### config.mk
export PLATFORM = sky130hd
export DESIGN_NAME = conv_chan_acc_ctrl
export DESIGN_NICKNAME = d
export VERILOG_FILES = /design/src/rtl/calc_pkg.sv /design/src/rtl/conv_chan_acc_ctrl_sat_acc.sv /design/src/rtl/conv_chan_acc_ctrl.sv
export SDC_FILE = /design/constraint.sdc
export NUM_CORES = 1
export LEC_CHECK = 0
export BUFFER_PORTS_ARGS = -buffer_cell sky130_fd_sc_hd__buf_2
export CELL_PAD_IN_SITES_DETAIL_PLACEMENT = 1
export CELL_PAD_IN_SITES_GLOBAL_PLACEMENT = 1
export CORE_MARGIN = 2
export CORE_UTILIZATION = 42
export DETAILED_ROUTE_END_ITERATION = 10
export GPL_ROUTABILITY_DRIVEN = 0
export PLACE_DENSITY_LB_ADDON = 0.1
export SYNTH_ARGS = -nofsm -noshare
export SYNTH_HDL_FRONTEND = slang
export SYNTH_SLANG_ARGS = --single-unit
### constraint.sdc
create_clock -name clk -period 8.55 [get_ports clk]
set_input_delay 1.71 -clock clk [delete_from_list [all_inputs] [get_ports clk]]
set_output_delay 1.71 -clock clk [all_outputs]
set_load 0.01 [all_outputs]
### src/rtl/calc_pkg.sv
// Shared definitions for the convolution datapath: controller state codes,
// default datapath widths and a saturating adder reused by the requant stage.
// Latency: n/a (package). Backpressure: n/a.
package calc_pkg;

  localparam int SUM_WIDTH_DEF = 20;
  localparam int ACC_WIDTH_DEF = 24;

  typedef enum logic [1:0] {
    ST_IDLE  = 2'd0,
    ST_RUN   = 2'd1,
    ST_DRAIN = 2'd2,
    ST_OUT   = 2'd3
  } state_t;

  // Saturating add of two signed values that each fit in w bits.
  // Their exact sum needs at most w+1 bits; the 64-bit container holds that
  // for any w up to 62, so one function serves every datapath width.
  // The result is clamped to the signed w-bit range and ovf flags a clamp.
  function automatic logic signed [63:0] sat_add(
    input  logic signed [63:0] a,
    input  logic signed [63:0] b,
    input  int                 w,
    output logic               ovf
  );
    logic signed [63:0] s;
    logic signed [63:0] hi;
    logic signed [63:0] lo;
    s   = a + b;
    hi  = (64'sd1 <<< (w - 1)) - 64'sd1;
    lo  = -hi - 64'sd1;
    ovf = 1'b0;
    if (s > hi) begin
      s   = hi;
      ovf = 1'b1;
    end else if (s < lo) begin
      s   = lo;
      ovf = 1'b1;
    end
    return s;
  endfunction

endpackage

### src/rtl/conv_chan_acc_ctrl_sat_acc.sv
// sat_acc: signed accumulator with bias load, add enable, saturation, sticky ovf.
// Latency: one cycle from load/en to acc/ovf. Backpressure: none (enable-driven).
// Ports: clk, rst_n (sync, active-low); load/load_val set acc and clear ovf;
//        en adds sign-extended addend with saturation; acc/ovf are registered.
module sat_acc
  import calc_pkg::*;
#(
  parameter int SUM_WIDTH = SUM_WIDTH_DEF,
  parameter int ACC_WIDTH = ACC_WIDTH_DEF
) (
  input  logic                 clk,
  input  logic                 rst_n,
  input  logic                 load,
  input  logic [ACC_WIDTH-1:0] load_val,
  input  logic                 en,
  input  logic [SUM_WIDTH-1:0] addend,
  output logic [ACC_WIDTH-1:0] acc,
  output logic                 ovf
);

  logic [ACC_WIDTH-1:0] acc_q;
  logic                 ovf_q;
  logic [ACC_WIDTH-1:0] acc_next;
  logic                 sat_hit;

  // Clamped value is the new accumulator, so saturation persists: later
  // contributions of the opposite sign start from the clamp, not the true sum.
  always_comb begin
    sat_hit  = 1'b0;
    acc_next = ACC_WIDTH'(sat_add(64'($signed(acc_q)), 64'($signed(addend)),
                                  ACC_WIDTH, sat_hit));
  end

  always_ff @(posedge clk) begin
    if (!rst_n) begin
      acc_q <= '0;
      ovf_q <= 1'b0;
    end else if (load) begin
      acc_q <= load_val;
      ovf_q <= 1'b0;
    end else if (en) begin
      acc_q <= acc_next;
      if (sat_hit) begin
        ovf_q <= 1'b1;
      end
    end
  end

  assign acc = acc_q;
  assign ovf = ovf_q;

endmodule

### src/rtl/conv_chan_acc_ctrl.sv
// Sequences the 3x3 dot unit across the input channels of one output pixel
// and accumulates its results with bias and saturation into one pixel.
// Latency: last window fire at t -> out_vld at t+2; out held until out_rdy.
// Ports: cfg_vld/cfg_num_ch/cfg_bias start a pixel (IDLE only); busy;
//        win_vld/win_rdy window handshake; dot_in_vld/dot_ans to/from dot unit;
//        out_vld/out_rdy/out_data/out_ovf result handshake.
module conv_chan_acc_ctrl
  import calc_pkg::*;
#(
  parameter int SUM_WIDTH = SUM_WIDTH_DEF,
  parameter int ACC_WIDTH = ACC_WIDTH_DEF,
  parameter int CH_WIDTH  = 8
) (
  input  logic                 clk,
  input  logic                 rst_n,
  input  logic                 cfg_vld,
  input  logic [CH_WIDTH-1:0]  cfg_num_ch,
  input  logic [ACC_WIDTH-1:0] cfg_bias,
  output logic                 busy,
  input  logic                 win_vld,
  output logic                 win_rdy,
  output logic                 dot_in_vld,
  input  logic [SUM_WIDTH-1:0] dot_ans,
  output logic                 out_vld,
  input  logic                 out_rdy,
  output logic [ACC_WIDTH-1:0] out_data,
  output logic                 out_ovf
);

  state_t              state_q;
  state_t              state_d;
  logic [CH_WIDTH-1:0] num_ch_q;
  logic [CH_WIDTH-1:0] issue_q;
  logic                ans_vld_q;
  logic                cfg_take;
  logic                fire;
  logic                last_fire;

  assign cfg_take   = (state_q == ST_IDLE) && cfg_vld;
  assign win_rdy    = (state_q == ST_RUN);
  assign fire       = win_vld && win_rdy;
  assign dot_in_vld = fire;
  assign last_fire  = fire && ((issue_q + CH_WIDTH'(1)) == num_ch_q);
  assign busy       = (state_q != ST_IDLE);
  assign out_vld    = (state_q == ST_OUT);

  always_comb begin
    state_d = state_q;
    unique case (state_q)
      ST_IDLE: begin
        if (cfg_vld) begin
          state_d = (cfg_num_ch == '0) ? ST_OUT : ST_RUN;
        end
      end
      ST_RUN: begin
        if (last_fire) begin
          state_d = ST_DRAIN;
        end
      end
      // The final ans lands in this cycle; one cycle is always enough.
      ST_DRAIN: state_d = ST_OUT;
      ST_OUT: begin
        if (out_rdy) begin
          state_d = ST_IDLE;
        end
      end
      default: state_d = ST_IDLE;
    endcase
  end

  always_ff @(posedge clk) begin
    if (!rst_n) begin
      state_q   <= ST_IDLE;
      num_ch_q  <= '0;
      issue_q   <= '0;
      ans_vld_q <= 1'b0;
    end else begin
      state_q   <= state_d;
      // The dot unit's ans is valid exactly one cycle after each fire.
      ans_vld_q <= fire;
      if (cfg_take) begin
        num_ch_q <= cfg_num_ch;
        issue_q  <= '0;
      end else if (fire) begin
        issue_q <= issue_q + CH_WIDTH'(1);
      end
    end
  end

  sat_acc #(
    .SUM_WIDTH(SUM_WIDTH),
    .ACC_WIDTH(ACC_WIDTH)
  ) u_sat_acc (
    .clk      (clk),
    .rst_n    (rst_n),
    .load     (cfg_take),
    .load_val (cfg_bias),
    .en       (ans_vld_q),
    .addend   (dot_ans),
    .acc      (out_data),
    .ovf      (out_ovf)
  );

endmodule

==> flow_metrics.env <==
export IMPL_place_area_um2=3890
export IMPL_final_antenna_net_count=0
export IMPL_post_cts_buffers=0
export IMPL_r2r_end="u_sat_acc.acc[11]"
export IMPL_total_power_mw=1.28
export IMPL_worstPathMaxFanout=23
export IMPL_fillers=1031
export IMPL_status="finished, final reports clean"
export IMPL_timing_fmax_mhz=211
export IMPL_worst_slew_pin_slew_ns=1.27
export IMPL_ioPinCount=86
export IMPL_syn_area_per_cell_um2=7.50
export IMPL_coreArea_um2=7810
export IMPL_whs_endpoint="u_sat_acc.acc[18]"
export IMPL_register_area_um2=881
export IMPL_avgRoutedWirePerCell_um=17.1
export IMPL_fin_crit_ns=4.73
export IMPL_power_leakage_nw=1.89
export IMPL_die_width_um=94.2
export IMPL_clock_skew_final_ns=0.00592
export IMPL_die_y_um=94.2
export IMPL_hold_viol_final=0
export IMPL_syn_inst=455
export IMPL_reg2reg_slack_ns=4.93
export IMPL_min_path_type="reg -> reg"
export IMPL_fin_area_um2=4010
export IMPL_yosysMostFrequentCell="nand2_1"
export IMPL_synth_top_area_cell="dfxtp_1"
export IMPL_r2r_cells=11
export IMPL_ys_types=51
export IMPL_arrival_ns=4.96
export IMPL_num_vias=3615
export IMPL_die_area_um2=8870
export IMPL_drt_initial_drc_count=132
export IMPL_max_slew_margin_pct=15.3
export IMPL_cts_max_level=2
export IMPL_grt_usage_pct=25.1
export IMPL_clk_latency_ns=0.30
export IMPL_setup_viol=0
export IMPL_multi_input_area_um2=2390
export IMPL_via_per_inst=5.74
export IMPL_start_kind="primary input"
export IMPL_clock_path_buffers=2
export IMPL_synthTopCellsByArea="dfxtp_1, ha_1, a21oi_1, nand2_1, o21ai_0"
export IMPL_vdd_ir_drop_worst_mv=0.149
export IMPL_final_setup_tns_ns=0
export IMPL_hold_depth=2
export IMPL_ys_ff_latch=44
export IMPL_nets=615
export IMPL_rsz0062_at_grt="false"
export IMPL_r2r_start="u_sat_acc.acc[0]"
export IMPL_synth_common_cells="nand2_1, a21oi_1, dfxtp_1, o21ai_0, ha_1"
export IMPL_drive_gt1_share_pct=19.3
export IMPL_ys_seq_area_share_pct=25.8
export IMPL_cap_violations=0
export IMPL_cp_required_ns=8.78
export IMPL_synth_edf_count=0
export IMPL_dp_final_hpwl_mm=8.24
export IMPL_ctsHoldBuffers=0
export IMPL_clkTransAtPathRegs_ns=0.10
export IMPL_powerDensity_nw_per_um2=320
export IMPL_antenna_found_initial=0
export IMPL_cts_resized_gates=0
export IMPL_grt_pass1_vias=3615
export IMPL_worstSetupPathType="in -> reg"
export IMPL_grt_overflow_total=0
export IMPL_clock_root_buffer="clkbuf_8"
export IMPL_crit_start="dot_ans[0]"
export IMPL_antennaDiodeCount=0
export IMPL_drc=0
export IMPL_start_util_pct=43.7
export IMPL_cts_tree="built"
export IMPL_syn_nets=543
export IMPL_yosysTopAreaCellShare_pct=25.8
export IMPL_portBuffers=85
export IMPL_synth_ff_type="dfxtp_1"
export IMPL_synth_yosys_warnings=0
export IMPL_grt_max_degree=27
export IMPL_period_share_pct=55.3
export IMPL_totalWireLength_mm=10.8
export IMPL_ys_async_sr_fraction_pct=0
export IMPL_firstDrtPassIters=4
export IMPL_rows=32
export IMPL_cp_end_kind="flop"
export IMPL_clock_sinks=44
export IMPL_syn_to_final_growth_pct=17.4
export IMPL_slew_violations=0
export IMPL_netlist_area_um2=3410
export IMPL_worstHoldStart="u_sat_acc.acc[18]"
export IMPL_grt_pass1_wl_mm=17.9
export IMPL_cts_buffers=5
## sequential cells by signal, indices dropped and copies added (netlist names)
name,count
u_sat_acc.acc,24
issue_q,8
num_ch_q,8
state_q,2
ans_vld_q,1
u_sat_acc.ovf,1
## stage by stage
stage | hold slack, ns | utilization (%) | cells | setup WS [ns]
2_1_floorplan | 0.448 | - | 455 | 4.52
3_3_place_gp | 0.440 | 49.9 | 622 | 3.59
3_5_place_dp | 0.457 | 49.9 | 622 | 3.40
5_1_grt | 0.498 | 51.4 | 630 | 3.58
6_report | 0.467 | 51.4 | 630 | 3.82
4_1_cts | 0.473 | 51.4 | 630 | 3.75
## layout make-up
type                            count  share of cell area (%)
Timing Repair Buffer               87                    11.0
Tap cell                          102                    3.18
Clock buffer                        5                    1.72
Clock inverter                      3                    1.19
Sequential cell                    44                    22.0
Multi-Input combinational cell    374                    59.6
Inverter                           15                    1.40
## layer usage
layer / vias to the layer above / wire length [um] / GRT usage [%]
li1: 1792 / - / -
met1: 1724 / 5060 / 33.3
met2: 94 / 5210 / 44.3
met3: 5 / 484 / 3.13
met4: 0 / 50 / 4.11
met5: - / 0 / 0
## cell families (layout without fill, tap and decap cells)
group / after synthesis / count (layout) / synth area share (%)
adder cells (fa/ha/maj): 31 / 31 / 11.6
buffers and inverters: 37 / 110 / 4.43
flip-flops: 44 / 44 / 25.8
XOR/XNOR: 35 / 35 / 8.98
AO/OA/AOI/OAI: 171 / 171 / 30.8
multiplexers: 1 / 1 / 0.293
AND/OR/NAND/NOR: 136 / 136 / 18.1
## how the worst max path moves through the flow
stage and end:
2_1_floorplan u_sat_acc.acc[11], 3_3_place_gp u_sat_acc.acc[2], 3_5_place_dp u_sat_acc.acc[2], 4_1_cts u_sat_acc.acc[2]
5_1_grt u_sat_acc.acc[11], 6_report u_sat_acc.acc[11]
## worst max-delay path, cell delays in order
cell	delay, ns
buf_2	0.08
ha_1	0.18
inv_1	0.06
fa_1	0.37
nand2b_1	0.20
a21oi_1	0.24
o41a_1	0.26
a31o_2	0.25
a21oi_2	0.12
a31oi_2	1.05
a21oi_1	0.19
o31ai_2	0.24
## where the power goes
group	internal, mW	switching (mW)	leakage (nW)	total [mW]
clock	0.0883	0.0854	0.0583	0.174
sequential	0.264	0.0486	0.359	0.312
combinational	0.316	0.480	1.48	0.797
total	0.668	0.614	1.89	1.28
## cells in the final DEF (no fill, tap or decap), drive strengths merged, types with 4 or more instances in the layout
cell type   n
and3        7
o21ai      51
a31oi       7
nor4        5
ha         30
o31ai       6
xor2       18
nor2       25
a21oi      61
nand2b      6
nand3       7
a211o       4
nor3        5
nand2      64
nand4       8
buf        87
xnor2      17
inv        14
clkbuf      5
dfxtp      44
a21o       12
No activity file was read; power rests on OpenSTA's default activity.
